===== config.mk =====
export PLATFORM = sky130hd
export DESIGN_NAME = wb_master_arbiter
export DESIGN_NICKNAME = d
export VERILOG_FILES = /design/src/rtl/wb_master_arbiter.sv
export SDC_FILE = /design/constraint.sdc
export NUM_CORES = 1
export LEC_CHECK = 0
export BUFFER_PORTS_ARGS = -buffer_cell sky130_fd_sc_hd__clkbuf_2
export CAP_MARGIN = 30
export CORE_AREA = 2 2 72 74
export DETAILED_ROUTE_END_ITERATION = 8
export DIE_AREA = 0 0 74 76
export HOLD_SLACK_MARGIN = 0.06
export MAX_ROUTING_LAYER = met4
export PLACE_DENSITY_LB_ADDON = 0.08
export SKIP_CTS_REPAIR_TIMING = 1
export SLEW_MARGIN = 15
export SYNTH_ARGS = -nofsm -noshare
export SYNTH_HDL_FRONTEND = slang
export SYNTH_SLANG_ARGS = --single-unit

===== constraint.sdc =====
create_clock -name clk -period 1.47 [get_ports clk]
set_input_delay 0.2205 -clock clk [delete_from_list [all_inputs] [get_ports clk]]
set_output_delay 0.2205 -clock clk [all_outputs]
set_load 0.02 [all_outputs]

===== src/rtl/wb_master_arbiter.sv =====
// ============================================================================
// Module   : wb_master_arbiter
// Purpose  : Two-master, one-slave Wishbone arbiter. Round-robin grant held
//            for the owner's whole CYC. A watchdog ends hung transfers with ERR.
// Revision : 1.0 - initial release
// ============================================================================
`default_nettype none

module wb_master_arbiter #(
  parameter int ADDR_WIDTH = 24,
  parameter int DATA_WIDTH = 16,
  parameter int TIMEOUT    = 16
) (
  input  logic                  clk,
  input  logic                  rst,
  // master 0
  input  logic [ADDR_WIDTH-1:0] m0AdrI,
  input  logic [DATA_WIDTH-1:0] m0DatI,
  output logic [DATA_WIDTH-1:0] m0DatO,
  input  logic                  m0CycI,
  input  logic                  m0StbI,
  input  logic                  m0WeI,
  output logic                  m0AckO,
  output logic                  m0ErrO,
  // master 1
  input  logic [ADDR_WIDTH-1:0] m1AdrI,
  input  logic [DATA_WIDTH-1:0] m1DatI,
  output logic [DATA_WIDTH-1:0] m1DatO,
  input  logic                  m1CycI,
  input  logic                  m1StbI,
  input  logic                  m1WeI,
  output logic                  m1AckO,
  output logic                  m1ErrO,
  // slave
  output logic [ADDR_WIDTH-1:0] sAdrO,
  output logic [DATA_WIDTH-1:0] sDatO,
  input  logic [DATA_WIDTH-1:0] sDatI,
  output logic                  sCycO,
  output logic                  sStbO,
  output logic                  sWeO,
  input  logic                  sAckI,
  // one-hot owner, 00 = idle
  output logic [1:0]            gnt
);

  localparam int WD_W = $clog2(TIMEOUT + 1);

  localparam logic [1:0] IDLE = 2'd0;
  localparam logic [1:0] OWN0 = 2'd1;
  localparam logic [1:0] OWN1 = 2'd2;

  logic [1:0]      state_q, state_d;
  logic            lastOwner_q, lastOwner_d;
  logic [WD_W-1:0] wdCnt_q, wdCnt_d;
  logic            errPend_q, errPend_d;

  logic own0, own1;
  logic ownCyc, ownStb;

  assign own0   = (state_q == OWN0);
  assign own1   = (state_q == OWN1);
  assign ownCyc = (own0 & m0CycI) | (own1 & m1CycI);
  assign ownStb = (own0 & m0StbI) | (own1 & m1StbI);

  // Next-state: arbitration, release and the watchdog counter.
  always_comb begin
    state_d     = state_q;
    lastOwner_d = lastOwner_q;
    wdCnt_d     = '0;
    errPend_d   = 1'b0;
    case (state_q)
      IDLE: begin
        if (m0CycI && m1CycI) begin
          // lastOwner_q == 1 means master 1 went last, so master 0 is next
          state_d = lastOwner_q ? OWN0 : OWN1;
        end else if (m0CycI) begin
          state_d = OWN0;
        end else if (m1CycI) begin
          state_d = OWN1;
        end
      end
      OWN0, OWN1: begin
        if (!ownCyc) begin
          // Release always passes through IDLE; a pending ERR is dropped.
          state_d     = IDLE;
          lastOwner_d = own1;
        end else if (errPend_q || sAckI || !ownStb) begin
          wdCnt_d = '0;
        end else if (wdCnt_q == WD_W'(TIMEOUT - 1)) begin
          // This is the TIMEOUT-th STB cycle with no ACK: flag ERR next.
          errPend_d = 1'b1;
        end else begin
          wdCnt_d = wdCnt_q + 1'b1;
        end
      end
      default: state_d = IDLE;
    endcase
  end

  // State registers with synchronous reset.
  always_ff @(posedge clk) begin
    if (rst) begin
      state_q     <= IDLE;
      lastOwner_q <= 1'b1;
      wdCnt_q     <= '0;
      errPend_q   <= 1'b0;
    end else begin
      state_q     <= state_d;
      lastOwner_q <= lastOwner_d;
      wdCnt_q     <= wdCnt_d;
      errPend_q   <= errPend_d;
    end
  end

  // Slave mux and return path, purely combinational from the current owner.
  always_comb begin
    sAdrO  = '0;
    sDatO  = '0;
    sCycO  = 1'b0;
    sStbO  = 1'b0;
    sWeO   = 1'b0;
    m0DatO = '0;
    m0AckO = 1'b0;
    m0ErrO = 1'b0;
    m1DatO = '0;
    m1AckO = 1'b0;
    m1ErrO = 1'b0;
    gnt    = {own1, own0};
    if (own0) begin
      sAdrO  = m0AdrI;
      sDatO  = m0DatI;
      sCycO  = m0CycI;
      sStbO  = m0StbI & ~errPend_q;
      sWeO   = m0WeI;
      m0DatO = sDatI;
      m0AckO = sAckI & m0StbI;
      m0ErrO = errPend_q & m0CycI;
    end else if (own1) begin
      sAdrO  = m1AdrI;
      sDatO  = m1DatI;
      sCycO  = m1CycI;
      sStbO  = m1StbI & ~errPend_q;
      sWeO   = m1WeI;
      m1DatO = sDatI;
      m1AckO = sAckI & m1StbI;
      m1ErrO = errPend_q & m1CycI;
    end
  end

endmodule

`default_nettype wire

==> run metrics <==
slew margin rel. 84.1%; Overflow after GRT 0; Hold Path Class in2reg; YS warnings 0; Worst Setup End Kind output pin; Final min period 1.76 ns; TritonRoute pass-1 iters 4; drt via density 4.56; Starting Density 23.6%; critical path class reg2out; RSZ-0062 raised after global routing yes; run status complete, but fails checks; design area 3210 sq um; Worst Max-Slew Pin Slew approximately 0.24 ns; fill cell count 416; # diodes 0; Cell Rows 26; die footprint roughly 5600 sq um; CP max FO 6; DP Cell Count 400; Total Wirelength 5960 um; Simple-Gate Fraction of Synth Area 29.4%; Crit path max-delay family buffers and inverters; count of final hold-check violations 0; Post-Syn Area 1160 sq um; clock sink total 9; commonest non-fill, non-tap cell in the layout clkbuf_2; clk root buf clkbuf_8; cell at the slowest stage of the critical path dfxtp_4; core box area 4910 sq um; TritonCTS clock tree built; post-synthesis compound-gate area fraction 37.6%; DR iter-0 viols 29; fmax 568 MHz; CP max stage delay between 0.3 and 0.4 ns; clk slew on worst S/H paths 0.05 ns; fin nets between 400 and 500; CP arrival about 1.5 ns; H-tree Lvls 1; final setup fails 82; post-synthesis mux area share 1.84%; antenna-violating nets left 0; synthesized area per cell 7.99 sq um; GPL Wtd Cong 0.790; Worst Setup Start Kind register; Vias 1903; Tcrit/Tclk final 120%; chip width 74 um; hpwl dp 4630 um; largest net degree at the start of global routing 27; Setup WS post-layout -0.291 ns; commonest non-fill, non-tap cells in the layout 123 x clkbuf_2, 49 x buf_6, 34 x a22o_4; # DRC 0; area delta synth->final 177%; Critical path buffers and inverters 4; largest family of logic cells by synthesized area compound AO/OA/AOI/OAI gates; Adder-Cell Fraction of Synth Area 5.40%; TritonCTS Buffers 3; Clock Latency Late Sink between 0.2 and 0.25 ns; die span in y 76 um; leakage power total 1.79 nW; Slew Viols, Final 0; WP data required around 1.3 ns; cell repeated most along the worst path buf_6; layout cells sized above 1 82.4%; maximum VDD drop 0.000541 V; Syn Nets 255; clock skew 0.00307 ns; wire per inst 14.3 um; vias in the first global route 1671; global-route wire length before repair 8020 um; PortBufs 185; Synth Area in XOR/XNOR 1.51%; non-filler cells, final 417; Global Route Usage Sum approximately 18%; initial antenna violation count 0; CP cell instances inv_4, ha_4, nor2b_4, buf_6, clkbuf_16, a22o_1, buf_6; #FFs+latches synth 9; violated checks negative setup slack; post-placement cell area 2610 sq um; post-synth cell types 30; Pwr per Cell Area about 790 nW/um^2; WHS 0.272 ns; clock buffer depth 2; Ports 186; Pwr Total 2.55 mW; Synth Instances ~150; MaxCap Viol Count 0; register area share after synthesis 15.6%
==> state kept, by name, indices dropped and copies added (netlist names) <==
signal / cells
errPend_q: 1
lastOwner_q: 1
state_q: 2
wdCnt_q: 5
==> cell families after synthesis <==
kind of cell,Yosys count
AO/OA/AOI/OAI,48
XOR/XNOR,2
adder cells (fa/ha/maj),5
buffers and inverters,21
flip-flops,9
multiplexers,2
AND/OR/NAND/NOR,58
==> per-layer routing <==
layer | vias up | track usage [%] | part of all wire (%)
met5 | - | - | 0
met4 | 0 | 2.18 | 0.50
met3 | 4 | 2.25 | 6.8
met2 | 83 | 33.0 | 54
met1 | 877 | 20.8 | 39
li1 | 939 | - | -
==> stage by stage <==
stage / setup TNS (ns) / worst slack, ns / util [%]
after global placement: -3.28 / -0.106 / 53.1
after detailed placement: -4.67 / -0.138 / 53.1
after CTS: -24.10 / -0.402 / 54.0
after global routing: -23.20 / -0.337 / 65.3
after floorplan: -1.21 / -0.0267 / -
final: -18.65 / -0.291 / 65.3
==> cell type report <==
cell class,count,area (sq um),share of cell area [%]
Timing Repair Buffer,214,1580,49.3
Multi-Input combinational cell,115,1280,40.0
Sequential cell,9,188,5.85
Tap cell,70,87.6,2.73
Clock buffer,4,45.0,1.40
Inverter,5,23.8,0.741
==> final timing paths <==
path | slack (ns) | start | cells after the start | to
setup / recovery | -0.29 | state_q[0] | 7 | sDatO[4]
hold / removal | 0.27 | rst | 2 | lastOwner_q
setup reg to reg | -0.20 | state_q[1] | 7 | state_q[1]
hold reg to reg | 0.46 | wdCnt_q[0] | 1 | wdCnt_q[0]
==> synthesized netlist by cell type <==
cell,count,area [sq um]
dfxtp_1,9,180
clkbuf_2,1,5.00
nand4_1,1,6.26
xor2_1,1,8.76
o21bai_1,1,7.51
nor3b_1,1,7.51
nor2_1,4,15.0
nand2_1,3,11.3
and3_1,5,31.3
nand2b_1,2,12.5
mux2i_1,1,10.0
nor2b_1,2,12.5
a22o_1,42,368
mux2_1,1,11.3
a31oi_1,1,6.26
xnor2_1,1,8.76
buf_2,5,25.0
a22o_4,1,17.5
buf_6,1,11.3
a22oi_1,1,7.51
a22oi_4,1,21.3
nand3_1,2,10.0
buf_4,2,15.0
ha_1,5,62.6
a21boi_0,1,7.51
and3b_1,1,8.76
clkbuf_1,7,26.3
and2_1,32,200
inv_1,5,18.8
nor3_1,5,25.0
==> report_power, final <==
part           leakage (nW)  internal (mW)  total [mW]  switching, mW
Clock                0.0228          0.189       0.284         0.0953
Combinational          1.69           1.08        1.99          0.912
Sequential           0.0744          0.263       0.278         0.0159
==> worst register-to-register path: stages, from the launching register on <==
cell	delay, ns
dfxtp_4	0.37
inv_4	0.04
ha_4	0.17
buf_6	0.13
buf_6	0.11
a22o_4	0.24
a22oi_4	0.19
mux2_4	0.31
No activity file was read; power rests on OpenSTA's default activity.
